**src/rtl/update_seq_pkg.sv**
```systemverilog
// Shared types and constants for the update sequencer: FSM states, step indices
// and the fixed step offsets.
package update_seq_pkg;

  typedef enum logic [1:0] {StIdle, StWait, StExec, StDone} seq_state_e;

  typedef logic [1:0] step_idx_t;

  localparam step_idx_t StepA = 2'd0;  // a := b + c
  localparam step_idx_t StepD = 2'd1;  // d := a - DOffset
  localparam step_idx_t StepB = 2'd2;  // b := d + BOffset
  localparam step_idx_t StepC = 2'd3;  // c := c + 1

  localparam int unsigned DOffset = 3;
  localparam int unsigned BOffset = 10;

endpackage

```
**src/rtl/step_timer.sv**
```systemverilog
// STEP_DLY down-counter: load arms it, expire fires on the STEP_DLY-th run edge
// and the counter re-arms itself so steps follow back to back.
module step_timer #(
  parameter int unsigned STEP_DLY = 5
) (
  input  logic clk,
  input  logic rst,
  input  logic load,
  input  logic run,
  output logic expire
);

  localparam logic [7:0] Reload = 8'(STEP_DLY - 1);

  logic [7:0] cnt_q, cnt_d;

  assign expire = run && (cnt_q == 8'd0);

  always_comb begin
    cnt_d = cnt_q;
    if (load) begin
      cnt_d = Reload;
    end else if (run) begin
      cnt_d = expire ? Reload : cnt_q - 8'd1;
    end
  end

  always_ff @(posedge clk) begin
    if (rst) begin
      cnt_q <= 8'd0;
    end else begin
      cnt_q <= cnt_d;
    end
  end

endmodule

```
**src/rtl/update_sequencer.sv**
```systemverilog
// Runs ITER passes of the four dependent register updates, one step every
// STEP_DLY cycles, with start/abort control and a done pulse.
module update_sequencer
  import update_seq_pkg::*;
#(
  parameter int unsigned WIDTH    = 32,
  parameter int unsigned STEP_DLY = 5,
  parameter int unsigned ITER     = 4
) (
  input  logic             clk,
  input  logic             rst,
  input  logic             start,
  input  logic             abort,
  input  logic [WIDTH-1:0] a_init,
  input  logic [WIDTH-1:0] b_init,
  input  logic [WIDTH-1:0] c_init,
  input  logic [WIDTH-1:0] d_init,
  output logic [WIDTH-1:0] a,
  output logic [WIDTH-1:0] b,
  output logic [WIDTH-1:0] c,
  output logic [WIDTH-1:0] d,
  output logic             busy,
  output logic             done,
  output logic [1:0]       step,
  output logic [7:0]       iter
);

  localparam logic [7:0] IterMax = 8'(ITER);

  seq_state_e       state_q;
  step_idx_t        step_q;
  logic [7:0]       iter_q;
  logic             busy_q, done_q;
  logic [WIDTH-1:0] a_q, b_q, c_q, d_q;
  logic [WIDTH-1:0] a_d, b_d, c_d, d_d;

  logic active, accept, run, expire, last_step;

  assign active = (state_q == StWait) || (state_q == StExec);
  // In DONE a start is always taken; in IDLE a simultaneous abort cancels it.
  assign accept = ((state_q == StIdle) && start && !abort) || ((state_q == StDone) && start);
  assign run = active && !abort;
  assign last_step = (step_q == StepC) && ((iter_q + 8'd1) == IterMax);

  step_timer #(
    .STEP_DLY(STEP_DLY)
  ) u_step_timer (
    .clk   (clk),
    .rst   (rst),
    .load  (accept),
    .run   (run),
    .expire(expire)
  );

  always_comb begin
    a_d = a_q;
    b_d = b_q;
    c_d = c_q;
    d_d = d_q;
    if (accept) begin
      a_d = a_init;
      b_d = b_init;
      c_d = c_init;
      d_d = d_init;
    end else if (expire) begin
      unique case (step_q)
        StepA:   a_d = b_q + c_q;
        StepD:   d_d = a_q - WIDTH'(DOffset);
        StepB:   b_d = d_q + WIDTH'(BOffset);
        default: c_d = c_q + WIDTH'(1);
      endcase
    end
  end

  always_ff @(posedge clk) begin
    if (rst) begin
      state_q <= StIdle;
      step_q  <= StepA;
      iter_q  <= 8'd0;
      busy_q  <= 1'b0;
      done_q  <= 1'b0;
      a_q     <= '0;
      b_q     <= '0;
      c_q     <= '0;
      d_q     <= '0;
    end else begin
      done_q <= 1'b0;
      a_q    <= a_d;
      b_q    <= b_d;
      c_q    <= c_d;
      d_q    <= d_d;
      case (state_q)
        StIdle, StDone: begin
          if (accept) begin
            state_q <= StWait;
            step_q  <= StepA;
            iter_q  <= 8'd0;
            busy_q  <= 1'b1;
          end else begin
            state_q <= StIdle;
            busy_q  <= 1'b0;
          end
        end
        StWait, StExec: begin
          if (abort) begin
            state_q <= StIdle;
            busy_q  <= 1'b0;
          end else if (expire) begin
            step_q <= step_q + 2'd1;
            if (step_q == StepC) begin
              iter_q <= iter_q + 8'd1;
            end
            if (last_step) begin
              state_q <= StDone;
              busy_q  <= 1'b0;
              done_q  <= 1'b1;
            end else begin
              state_q <= StExec;
            end
          end else begin
            state_q <= StWait;
          end
        end
        default: begin
          state_q <= StIdle;
          busy_q  <= 1'b0;
        end
      endcase
    end
  end

  assign a    = a_q;
  assign b    = b_q;
  assign c    = c_q;
  assign d    = d_q;
  assign busy = busy_q;
  assign done = done_q;
  assign step = step_q;
  assign iter = iter_q;

endmodule

```
**config.mk**
```make
export PLATFORM = sky130hd
export DESIGN_NAME = update_sequencer
export DESIGN_NICKNAME = d
export VERILOG_FILES = /design/src/rtl/update_seq_pkg.sv /design/src/rtl/step_timer.sv /design/src/rtl/update_sequencer.sv
export SDC_FILE = /design/constraint.sdc
export NUM_CORES = 1
export LEC_CHECK = 0
export ABC_CLOCK_PERIOD_IN_PS = 2500
export BUFFER_PORTS_ARGS = -buffer_cell sky130_fd_sc_hd__buf_2
export CAP_MARGIN = 5
export CORE_ASPECT_RATIO = 0.7
export CORE_MARGIN = 4
export CORE_UTILIZATION = 40
export CTS_CLUSTER_SIZE = 25
export DETAILED_ROUTE_END_ITERATION = 8
export PLACE_DENSITY = 0.66
export REMOVE_ABC_BUFFERS = 1
export SKIP_CTS_REPAIR_TIMING = 1
export SLEW_MARGIN = 25
export SYNTH_ARGS = -nofsm -noshare
export SYNTH_HDL_FRONTEND = slang
export SYNTH_SLANG_ARGS = --single-unit
```
**constraint.sdc**
```tcl
create_clock -name clk -period 2.5 [get_ports clk]
set_input_delay 0.25 -clock clk [delete_from_list [all_inputs] [get_ports clk]]
set_output_delay 0.25 -clock clk [all_outputs]
set_load 0.02 [all_outputs]
```
==> reports/results.ini <==
[outcome]
status=finished with violations
violations=negative setup slack

[setup_path]
crit_chain=ha_4 -> fa_2 -> a21oi_2 -> o211ai_1 -> a21oi_2 -> o41ai_4 -> nand4_1 -> a211oi_2 -> o21ai_1 -> a311oi_1
crit_top_cell=a21oi_2
crit_arrival_ps=2870
worstSetupPathType=register to register
cp-startpoint=b[0]$_SDFFE_PP0P_
reg2reg_from=b[0]$_SDFFE_PP0P_
cp-start-kind=register
path_max_fanout=3
path_delay_family=compound AO/OA/AOI/OAI gates
end_kind=register
slowest_stage=o41ai_4
path_buf_inv=0
crit_end=a[28]$_SDFFE_PP0P_
critical_path_depth=10
r2r_end=a[28]$_SDFFE_PP0P_
crit_path_max_incr_delay_ps=400
r2r_slack_ps=-20
cp.required_ps=2840
r2r_cells=10

[sta]
finalCritPeriodShare=1.01
drv_slew=0
layout_min_cycle_time_ps=2520
rsz0062_at_grt=yes
skew_ps=9.78
totalNegativeSetupSlack_ps=-24.1
finalSetupViolations=1
worst_slew_pin_slew_ps=667
final_hold_viol_count=0
max_freq_ghz=0.396
worst_slack_ps=-24.1
slew_headroom=0.551

[die]
die_h_um=138
core_region_area_um2=23600
pin_count=272
dieArea_um2=26600
die_w_um=193
start_util=0.407
rows=47

[final_layout]
final_area_um2=13500
post-route-util=0.573
fillCellCount=2266
drive_above_1_share=0.337
finalNetCount=1848
layout.area.seq_um2=3010
areaGrowthSynthToFinish_pct=40.8
multi_input_area_um2=6650

[cts]
clk_latency_ps=440
clk_path_buf_depth=2
clkTransAtPathRegs_ps=70
cts.sinks=150
cts_max_level=4
root_buffer=clkbuf_16
cts_buffers=17
cts_tree=yes

[logic_synthesis]
synthFlopType=dfxtp_1
synth_area_um2=9620
syn_inst=1285
ys_ff_latch=150
synth-async-reset-ratio=0
synth-warning-count=0
synth_seq_area_share=0.312
synth_edf_count=0
synth_cell_types=58
postSynthAreaPerCell_um2=7.49

[detailed_routing]
viasPerCell=5.54
wl_per_cell_um=19.5
antenna_left=0
num_vias=11100
drcViolationCount=0
drt_first_pass_iters=5
drtIter0Drc=1017
drt-total-wl_um=39100

[placed_design]
placed_area_um2=12400
dpl.hpwl_um=29900
place.gp.congestion=0.935
portBuffers=271

[power_and_ir_drop]
p_leak_nw=5.89
ir_drop_mv=0.472
power_density_nw_per_um2=537
power_w=0.00728

[global_routing]
grt_pass1_vias=10100
gr-total-overflow=0
antenna_found_initial=2
grt_use_total=0.276
grt_max_degree=62
grt_first_pass_wirelength_um=58100

[run]
drv_cap=0

[min_path]
hp-class=input pin to register

## worst min path at each step
stage,startpoint,end,slack [ps],cells after the start
final,c_init[29],c[29]$_SDFFE_PP0P_,20,3
after global routing,c_init[31],c[31]$_SDFFE_PP0P_,30,3
after CTS,c_init[29],c[29]$_SDFFE_PP0P_,4,3
after detailed placement,c_init[31],c[31]$_SDFFE_PP0P_,460,3
after global placement,c_init[18],c[18]$_SDFFE_PP0P_,450,3
after floorplan,rst,a[2]$_SDFFE_PP0P_,320,1
## cell type report
class | instances | share of cell area
multi-input cells | 1037 | 0.491
flip-flops and latches | 150 | 0.222
repair buffers | 446 | 0.208
clock buffers | 18 | 0.0324
well taps | 318 | 0.0294
clock inverters | 13 | 0.0115
inverters | 20 | 0.00554
diodes | 2 | 0.000369
## cells in the final DEF, fill, tap and decap left out, types with 6 or more instances in the layout
cell type / count
dfxtp_2: 9
o21ai_1: 10
a211oi_1: 63
buf_12: 9
o21ai_0: 47
buf_2: 270
or3_1: 19
inv_1: 17
nand3_1: 36
buf_4: 163
a311oi_1: 23
and3_1: 15
dfxtp_1: 141
nor2_1: 204
clkbuf_16: 18
nand4_1: 21
a21o_1: 12
o211ai_1: 20
nand2_1: 136
nor2b_1: 6
a21oi_1: 109
nor3_1: 23
nand2b_1: 6
and4_1: 6
ha_1: 36
xor2_1: 51
nand3b_1: 6
nor4_1: 7
a21oi_2: 8
xnor2_1: 55
## routing by layer
metal,vias to the layer above,wire length (um),share of wire,track usage
li1,5393,-,-,-
met4,2,533,0.014,0.0672
met5,-,7,0.00018,0
met3,37,3710,0.095,0.0787
met1,5163,18500,0.47,0.414
met2,508,16400,0.42,0.387
## worst min-delay path: stages
cell and delay (ps):
buf_2 80, nand2_1 40, o21ai_0 50
## per-stage QoR
step	instances	hold slack [ps]	setup WS, ps
detailed placement	1958	458	-173
floorplan	1207	319	-8990
global route	2003	29.5	-150
global placement	1958	448	-42.3
finish	2004	22.9	-24.1
CTS	1989	4.22	-186
## state kept, by name, indices dropped and copies added (netlist names), 2 cells and up
| signal | flops |
|---|---|
| a | 32 |
| u_step_timer.cnt_q | 8 |
| d | 32 |
| step | 2 |
| c | 32 |
| iter | 8 |
| state_q | 2 |
| b | 32 |
## cells by family (layout without fill, tap and decap cells)
group | Yosys count | in the layout | synth area share
buffers and inverters | 98 | 497 | 0.0393
AO/OA/AOI/OAI | 348 | 348 | 0.231
flip-flops | 150 | 150 | 0.312
multiplexers | 1 | 1 | 0.00104
other | 0 | 2 | 0
adder cells (fa/ha/maj) | 44 | 44 | 0.0580
AND/OR/NAND/NOR | 537 | 537 | 0.261
XOR/XNOR | 107 | 107 | 0.0974
## power by group
part | leakage [nW] | internal, W | switching (W)
Sequential | 1.23 | 0.00254 | 0.000176
Combinational | 4.37 | 0.000796 | 0.00108
Clock | 0.292 | 0.00159 | 0.00110
## synthesized netlist by cell type, types with 6 or more instances
cell type,instances,area share
a21o_1,12,0.0094
dfxtp_1,150,0.31
and4_1,7,0.0064
nor3b_1,6,0.0047
nand4_1,21,0.014
nor2b_1,9,0.0059
xnor2_1,56,0.051
nor4_1,7,0.0046
clkbuf_1,65,0.025
xor2_1,51,0.046
and3_1,15,0.0098
nand2b_1,8,0.0052
and2_1,7,0.0046
nand3b_1,6,0.0047
nor2_1,207,0.081
ha_1,43,0.056
a211oi_1,68,0.053
o211ai_1,20,0.016
a21oi_1,119,0.062
nand2_1,141,0.055
a311oi_1,27,0.025
or3_1,19,0.012
inv_1,20,0.0078
nor3_1,28,0.015
nand3_1,36,0.019
o21ai_0,57,0.030
buf_2,8,0.0042
Power figures use the tool's default switching activity.
